## src/rtl/imem_loader.sv

```systemverilog
// Instruction-memory program loader: framed little-endian byte stream in, word writes out.
// Verifies an XOR payload checksum and releases the processor on a good load.
module imem_loader #(
    parameter int ADDR_W    = 10,
    parameter int MAX_WORDS = 256
) (
    input  logic              clk,
    input  logic              rst,
    input  logic              load,
    input  logic [7:0]        in_data,
    input  logic              in_valid,
    output logic              in_ready,
    output logic              im_we,
    output logic [ADDR_W-1:0] im_addr,
    output logic [31:0]       im_wdata,
    output logic              cpu_rst,
    output logic              start,
    output logic              busy,
    output logic              done,
    output logic              error
);

    typedef enum logic [2:0] {
        S_IDLE, S_LEN_HI, S_LEN_LO, S_DATA, S_CHECK, S_DONE, S_ERROR
    } state_t;

    state_t            state_q, state_d;
    logic [15:0]       len_q, len_d;
    logic [15:0]       word_cnt_q, word_cnt_d;
    logic [1:0]        byte_cnt_q, byte_cnt_d;
    logic [7:0]        csum_q, csum_d;
    logic [23:0]       asm_q, asm_d;
    logic              we_q, we_d;
    logic [ADDR_W-1:0] addr_q, addr_d;
    logic [31:0]       wdata_q, wdata_d;
    logic              start_q, start_d;

    logic        accept;
    logic        idle_like;
    logic [15:0] len_word;
    logic        last_word;

    assign accept    = in_valid && in_ready;
    assign idle_like = (state_q == S_IDLE) || (state_q == S_DONE) || (state_q == S_ERROR);
    assign len_word  = {len_q[15:8], in_data};
    assign last_word = (byte_cnt_q == 2'd3) && (word_cnt_q == 16'(len_q - 16'd1));

    always_ff @(posedge clk) begin
        if (rst) begin
            state_q    <= S_IDLE;
            len_q      <= '0;
            word_cnt_q <= '0;
            byte_cnt_q <= '0;
            csum_q     <= '0;
            asm_q      <= '0;
            we_q       <= 1'b0;
            addr_q     <= '0;
            wdata_q    <= '0;
            start_q    <= 1'b0;
        end else begin
            state_q    <= state_d;
            len_q      <= len_d;
            word_cnt_q <= word_cnt_d;
            byte_cnt_q <= byte_cnt_d;
            csum_q     <= csum_d;
            asm_q      <= asm_d;
            we_q       <= we_d;
            addr_q     <= addr_d;
            wdata_q    <= wdata_d;
            start_q    <= start_d;
        end
    end

    always_comb begin
        state_d = state_q;
        case (state_q)
            S_IDLE, S_DONE, S_ERROR: if (load) state_d = S_LEN_HI;
            S_LEN_HI: if (accept) state_d = S_LEN_LO;
            S_LEN_LO: if (accept) begin
                if (len_word == 16'd0 || len_word > 16'(MAX_WORDS)) state_d = S_ERROR;
                else                                                 state_d = S_DATA;
            end
            S_DATA:  if (accept && last_word) state_d = S_CHECK;
            S_CHECK: if (accept) state_d = (in_data == csum_q) ? S_DONE : S_ERROR;
            default: state_d = S_IDLE;
        endcase
    end

    // Datapath updates; the final word's write lands in the first CHECK cycle
    // independently of the checksum byte acceptance.
    always_comb begin
        len_d      = len_q;
        word_cnt_d = word_cnt_q;
        byte_cnt_d = byte_cnt_q;
        csum_d     = csum_q;
        asm_d      = asm_q;
        addr_d     = addr_q;
        wdata_d    = wdata_q;
        we_d       = 1'b0;
        start_d    = 1'b0;
        if (idle_like && load) begin
            len_d      = '0;
            word_cnt_d = '0;
            byte_cnt_d = '0;
            csum_d     = '0;
            asm_d      = '0;
        end
        if (accept) begin
            case (state_q)
                S_LEN_HI: len_d[15:8] = in_data;
                S_LEN_LO: len_d[7:0]  = in_data;
                S_DATA: begin
                    csum_d     = csum_q ^ in_data;
                    byte_cnt_d = byte_cnt_q + 2'd1;
                    case (byte_cnt_q)
                        2'd0: asm_d[7:0]   = in_data;
                        2'd1: asm_d[15:8]  = in_data;
                        2'd2: asm_d[23:16] = in_data;
                        default: begin
                            we_d       = 1'b1;
                            wdata_d    = {in_data, asm_q};
                            addr_d     = ADDR_W'({word_cnt_q, 2'b00});
                            word_cnt_d = word_cnt_q + 16'd1;
                        end
                    endcase
                end
                S_CHECK: start_d = (in_data == csum_q);
                default: ;
            endcase
        end
    end

    always_comb begin
        in_ready = 1'b0;
        busy     = 1'b0;
        done     = 1'b0;
        error    = 1'b0;
        cpu_rst  = 1'b1;
        case (state_q)
            S_LEN_HI, S_LEN_LO, S_DATA, S_CHECK: begin
                in_ready = 1'b1;
                busy     = 1'b1;
            end
            S_DONE: begin
                done    = 1'b1;
                cpu_rst = 1'b0;
            end
            S_ERROR: error = 1'b1;
            default: ;
        endcase
    end

    assign im_we    = we_q;
    assign im_addr  = addr_q;
    assign im_wdata = wdata_q;
    assign start    = start_q;

endmodule
```

## config.mk

```make
export PLATFORM = sky130hd
export DESIGN_NAME = imem_loader
export DESIGN_NICKNAME = d
export VERILOG_FILES = /design/src/rtl/imem_loader.sv
export SDC_FILE = /design/constraint.sdc
export NUM_CORES = 1
export LEC_CHECK = 0
export CAP_MARGIN = 20
export CORE_MARGIN = 5
export CORE_UTILIZATION = 30
export DETAILED_ROUTE_END_ITERATION = 6
export DONT_BUFFER_PORTS = 1
export PLACE_DENSITY = 0.43
export RECOVER_POWER = 25
export SLEW_MARGIN = 30
export SYNTH_ARGS = -nofsm -noshare
export SYNTH_HDL_FRONTEND = slang
export SYNTH_SLANG_ARGS = --single-unit
```

## constraint.sdc

```tcl
create_clock -name clk -period 3.4 [get_ports clk]
set_clock_uncertainty 0.2 [all_clocks]
set_input_delay 0.34 -clock clk [delete_from_list [all_inputs] [get_ports clk]]
set_output_delay 0.34 -clock clk [all_outputs]
set_load 0.05 [all_outputs]
```

==> results by group <==
Clock tree
  – CTS Buffer Depth: 2
  – Clock slew seen by the registers of the worst setup and hold paths: approximately 0.08 ns
  – CTS sink cnt: between 100 and 150
  – Root Buffer: clkbuf_16
  – Clk Latency, worst-skew pair: ~0.36 ns
  – Post_cts resized: 0
  – CTS H-Tree Depth: 3
  – CTS buffer count: 9
  – CTS tree: done

Global routing
  – Largest net degree at the start of global routing: 107
  – Grt ovf: 0
  – First-pass GRT wire length: 23200 µm
  – Total GRT Usage: 0.147
  – Vias in the first global route: around 4200
  – Initial antenna violation count: 0

Route
  – DR vias: about 4500
  – Residual DRC: 0
  – DR pass1 iterations: 5
  – Antenna Violating Nets Remaining: 0
  – Detailed Route WL: around 15000 µm
  – Drt wl/cell: around 17 µm
  – Vias per inst: ~5.1
  – Initial DRC count: approximately 280

Worst setup path
  – Critical path type: flip-flop to flip-flop
  – Critical Path RT: between 3 and 4 ns
  – CP max FO: 8
  – Max stage delay on crit path: 0.51 ns
  – CP Cell Sequence: or3_1 -> or3_4 -> nor4b_2 -> a21oi_1 -> or4_4 -> nor4b_1 -> nor3_1
  – Crit end category: flip-flop
  – CP top delay family: simple AND/OR/NAND/NOR gates
  – CP bufs+invs: 0
  – Slowest cell on the critical path: or4_4
  – Crit start category: flip-flop
  – Critical path arrival: between 2 and 3 ns

Floorplanning
  – DIE HEIGHT: 142 µm
  – DIE WIDTH: 142 µm
  – # IOs: between 60 and 70
  – # rows: 48
  – Die area: around 20000 µm²
  – Core box area: 17200 µm²
  – Initial cell density of the core: 0.303

Pwr
  – Seq pwr share: 0.441
  – Leakage: about 1.9 nW
  – PwrDens: 560 nW/µm²
  – Gate power share: 0.217
  – Internal: roughly 2.2 mW
  – Sw frac: 0.323
  – Peak supply drop: 0.000232 V
  – P_sw: 1.03 mW
  – Clk pwr share: 0.342

Synthesis
  – Sequential element share of the synthesized area: 0.427
  – Synth Area per Inst: roughly 7.8 µm²
  – Synthesized area: 5200 µm²
  – EDFF count, synth: 0
  – Mapped Cells: 671
  – FFs w/ async S/R, synth: 0
  – Netlist cell types: slightly above 60
  – FF+latch count, synth: roughly 110
  – Synth warn: 0
  – Synth Flop Type: dfxtp_1

Timing
  – Hold slack: 0.0486 ns
  – Final Hold Vio Count: 0
  – RSZ-0062 raised after global routing: no
  – Slew margin rel.: 0.621
  – Setup TNS: 0 ns
  – Count of pins over their slew limit: 0
  – Setup violators final: 0
  – Post-route clock period utilization: 0.805
  – Actual slew at the worst max-slew pin: 0.567 ns
  – Final min period: about 2.7 ns
  – Maximum clock frequency: approximately 370 MHz
  – Worst setup margin: ~0.66 ns

Cells and area
  – Share of cells above drive strength 1: 0.0509
  – Final Cell Area: about 5700 µm²
  – Commonest cells after routing, fill and taps aside: 137 x nand2_1, 111 x dfxtp_1, 101 x a21oi_1
  – Finished Layout Cells: around 870
  – Final nets: roughly 660
  – ANT cells: 0
  – Area grow syn2layout: 9.26%
  – Most common cell after layout, fill and taps aside: nand2_1

Outcome
  – Status: completed

Place
  – Area post-placement: approximately 5300 µm²
  – Dpl ws: 0.683 ns
  – Number of port buffers: 0
  – Gpl congestion: around 0.86
  – Dpl cells: ~850
  – Post-DP HPWL: roughly 9500 µm

Flow run
  – Max-cap violations: 0

Min path
  – Hold Crit Class: input port to flip-flop
[timing repair]
item,in CTS,in global routing
buffers inserted,0,0
hold buffers,10,0
setup endpoints to repair,0,0
hold endpoints to repair,107,0
[stage by stage]
step | total power [mW] | util
6_report | 3.18 | 0.331
5_1_grt | 3.36 | 0.331
4_1_cts | 3.23 | 0.331
3_5_place_dp | 2.08 | 0.307
3_3_place_gp | 2.07 | 0.307
2_1_floorplan | 2.00 | -
[worst paths after layout]
path              cells past startpoint  slack, ns                  from                         to
setup / recovery                      7       0.66   len_q[4]$_SDFF_PP0_    state_q[1]$_SDFFE_PP0P_
hold / removal                        2       0.05                   rst    state_q[2]$_SDFFE_PP0P_
setup reg to reg                      7       0.66   len_q[4]$_SDFF_PP0_    state_q[1]$_SDFFE_PP0P_
hold reg to reg                       2       0.26  asm_q[22]$_SDFF_PP0_  im_wdata[22]$_SDFFE_PP0P_
[worst register-to-register path: stages, from the launching register on]
cell     delay (ns)
dfxtp_1        0.34
or3_1          0.50
or3_4          0.37
nor4b_2        0.27
a21oi_1        0.07
or4_4          0.51
nor4b_1        0.29
nor3_1         0.08
[power groups by stage]
stage	combinational, mW	sequential [mW]	clock (mW)
global route	0.759	1.41	1.18
CTS	0.696	1.40	1.13
global placement	0.642	1.43	0
finish	0.691	1.40	1.09
detailed placement	0.647	1.43	0
floorplan	0.609	1.39	0
[sequential cells by signal, summed over array words and instances (netlist names)]
name,cells
asm_q,24
byte_cnt_q,2
csum_q,8
im_addr,8
im_wdata,32
im_we,1
len_q,16
start,1
state_q,3
word_cnt_q,16
[final cells by class]
cell class / count / area (µm²)
inverter: 14 / 52.6
timing repair buffer: 17 / 170
sequential: 111 / 2220
fill: 1868 / 11500
multi-input combinational: 490 / 2660
clock inverter: 5 / 63.8
clock buffer: 11 / 233
tap: 225 / 282
[cell usage after synthesis (2+ instances only)]
| cell type | instances | area share |
|---|---|---|
| o21a_1 | 2 | 0.0029 |
| mux2i_1 | 2 | 0.0038 |
| buf_4 | 4 | 0.0058 |
| dfxtp_1 | 111 | 0.43 |
| inv_1 | 14 | 0.010 |
| buf_1 | 5 | 0.0036 |
| a21oi_1 | 101 | 0.097 |
| o21ai_1 | 10 | 0.0096 |
| or4_1 | 6 | 0.0087 |
| a31oi_1 | 2 | 0.0024 |
| buf_2 | 2 | 0.0019 |
| buf_6 | 4 | 0.0087 |
| nor3b_1 | 2 | 0.0029 |
| nand2_1 | 137 | 0.099 |
| o21ai_0 | 6 | 0.0058 |
| or3_1 | 2 | 0.0024 |
| a211oi_1 | 4 | 0.0058 |
| nand3_1 | 56 | 0.054 |
| o22ai_1 | 2 | 0.0024 |
| clkbuf_1 | 40 | 0.029 |
| nor4_1 | 7 | 0.0084 |
| nor2_1 | 27 | 0.019 |
| ha_1 | 7 | 0.017 |
| xor2_1 | 12 | 0.020 |
| xnor2_1 | 18 | 0.030 |
| or2_1 | 2 | 0.0024 |
| a22oi_1 | 8 | 0.012 |
| nand4_1 | 5 | 0.0060 |
| nor3_1 | 19 | 0.018 |
| nor2b_1 | 13 | 0.016 |
| clkbuf_8 | 2 | 0.0053 |
| nand3b_1 | 4 | 0.0058 |
| and2_1 | 7 | 0.0084 |
[cell families after synthesis]
logic type	synth area share
flip-flops	0.427
other	0.000721
multiplexers	0.00601
AND/OR/NAND/NOR	0.272
adder cells (fa/ha/maj)	0.0188
AO/OA/AOI/OAI	0.161
buffers and inverters	0.0642
XOR/XNOR	0.0505
[routing by layer]
| metal | share of wire | global-route usage | vias up | wire [µm] |
|---|---|---|---|---|
| met5 | 0 | 0 | - | 0 |
| met4 | 0.015 | 0.0480 | 0 | 215 |
| met3 | 0.056 | 0.0435 | 13 | 820 |
| met2 | 0.46 | 0.226 | 77 | 6700 |
| met1 | 0.47 | 0.198 | 2141 | 6970 |
| li1 | - | - | 2239 | - |
(Power assumes the default switching activity.)
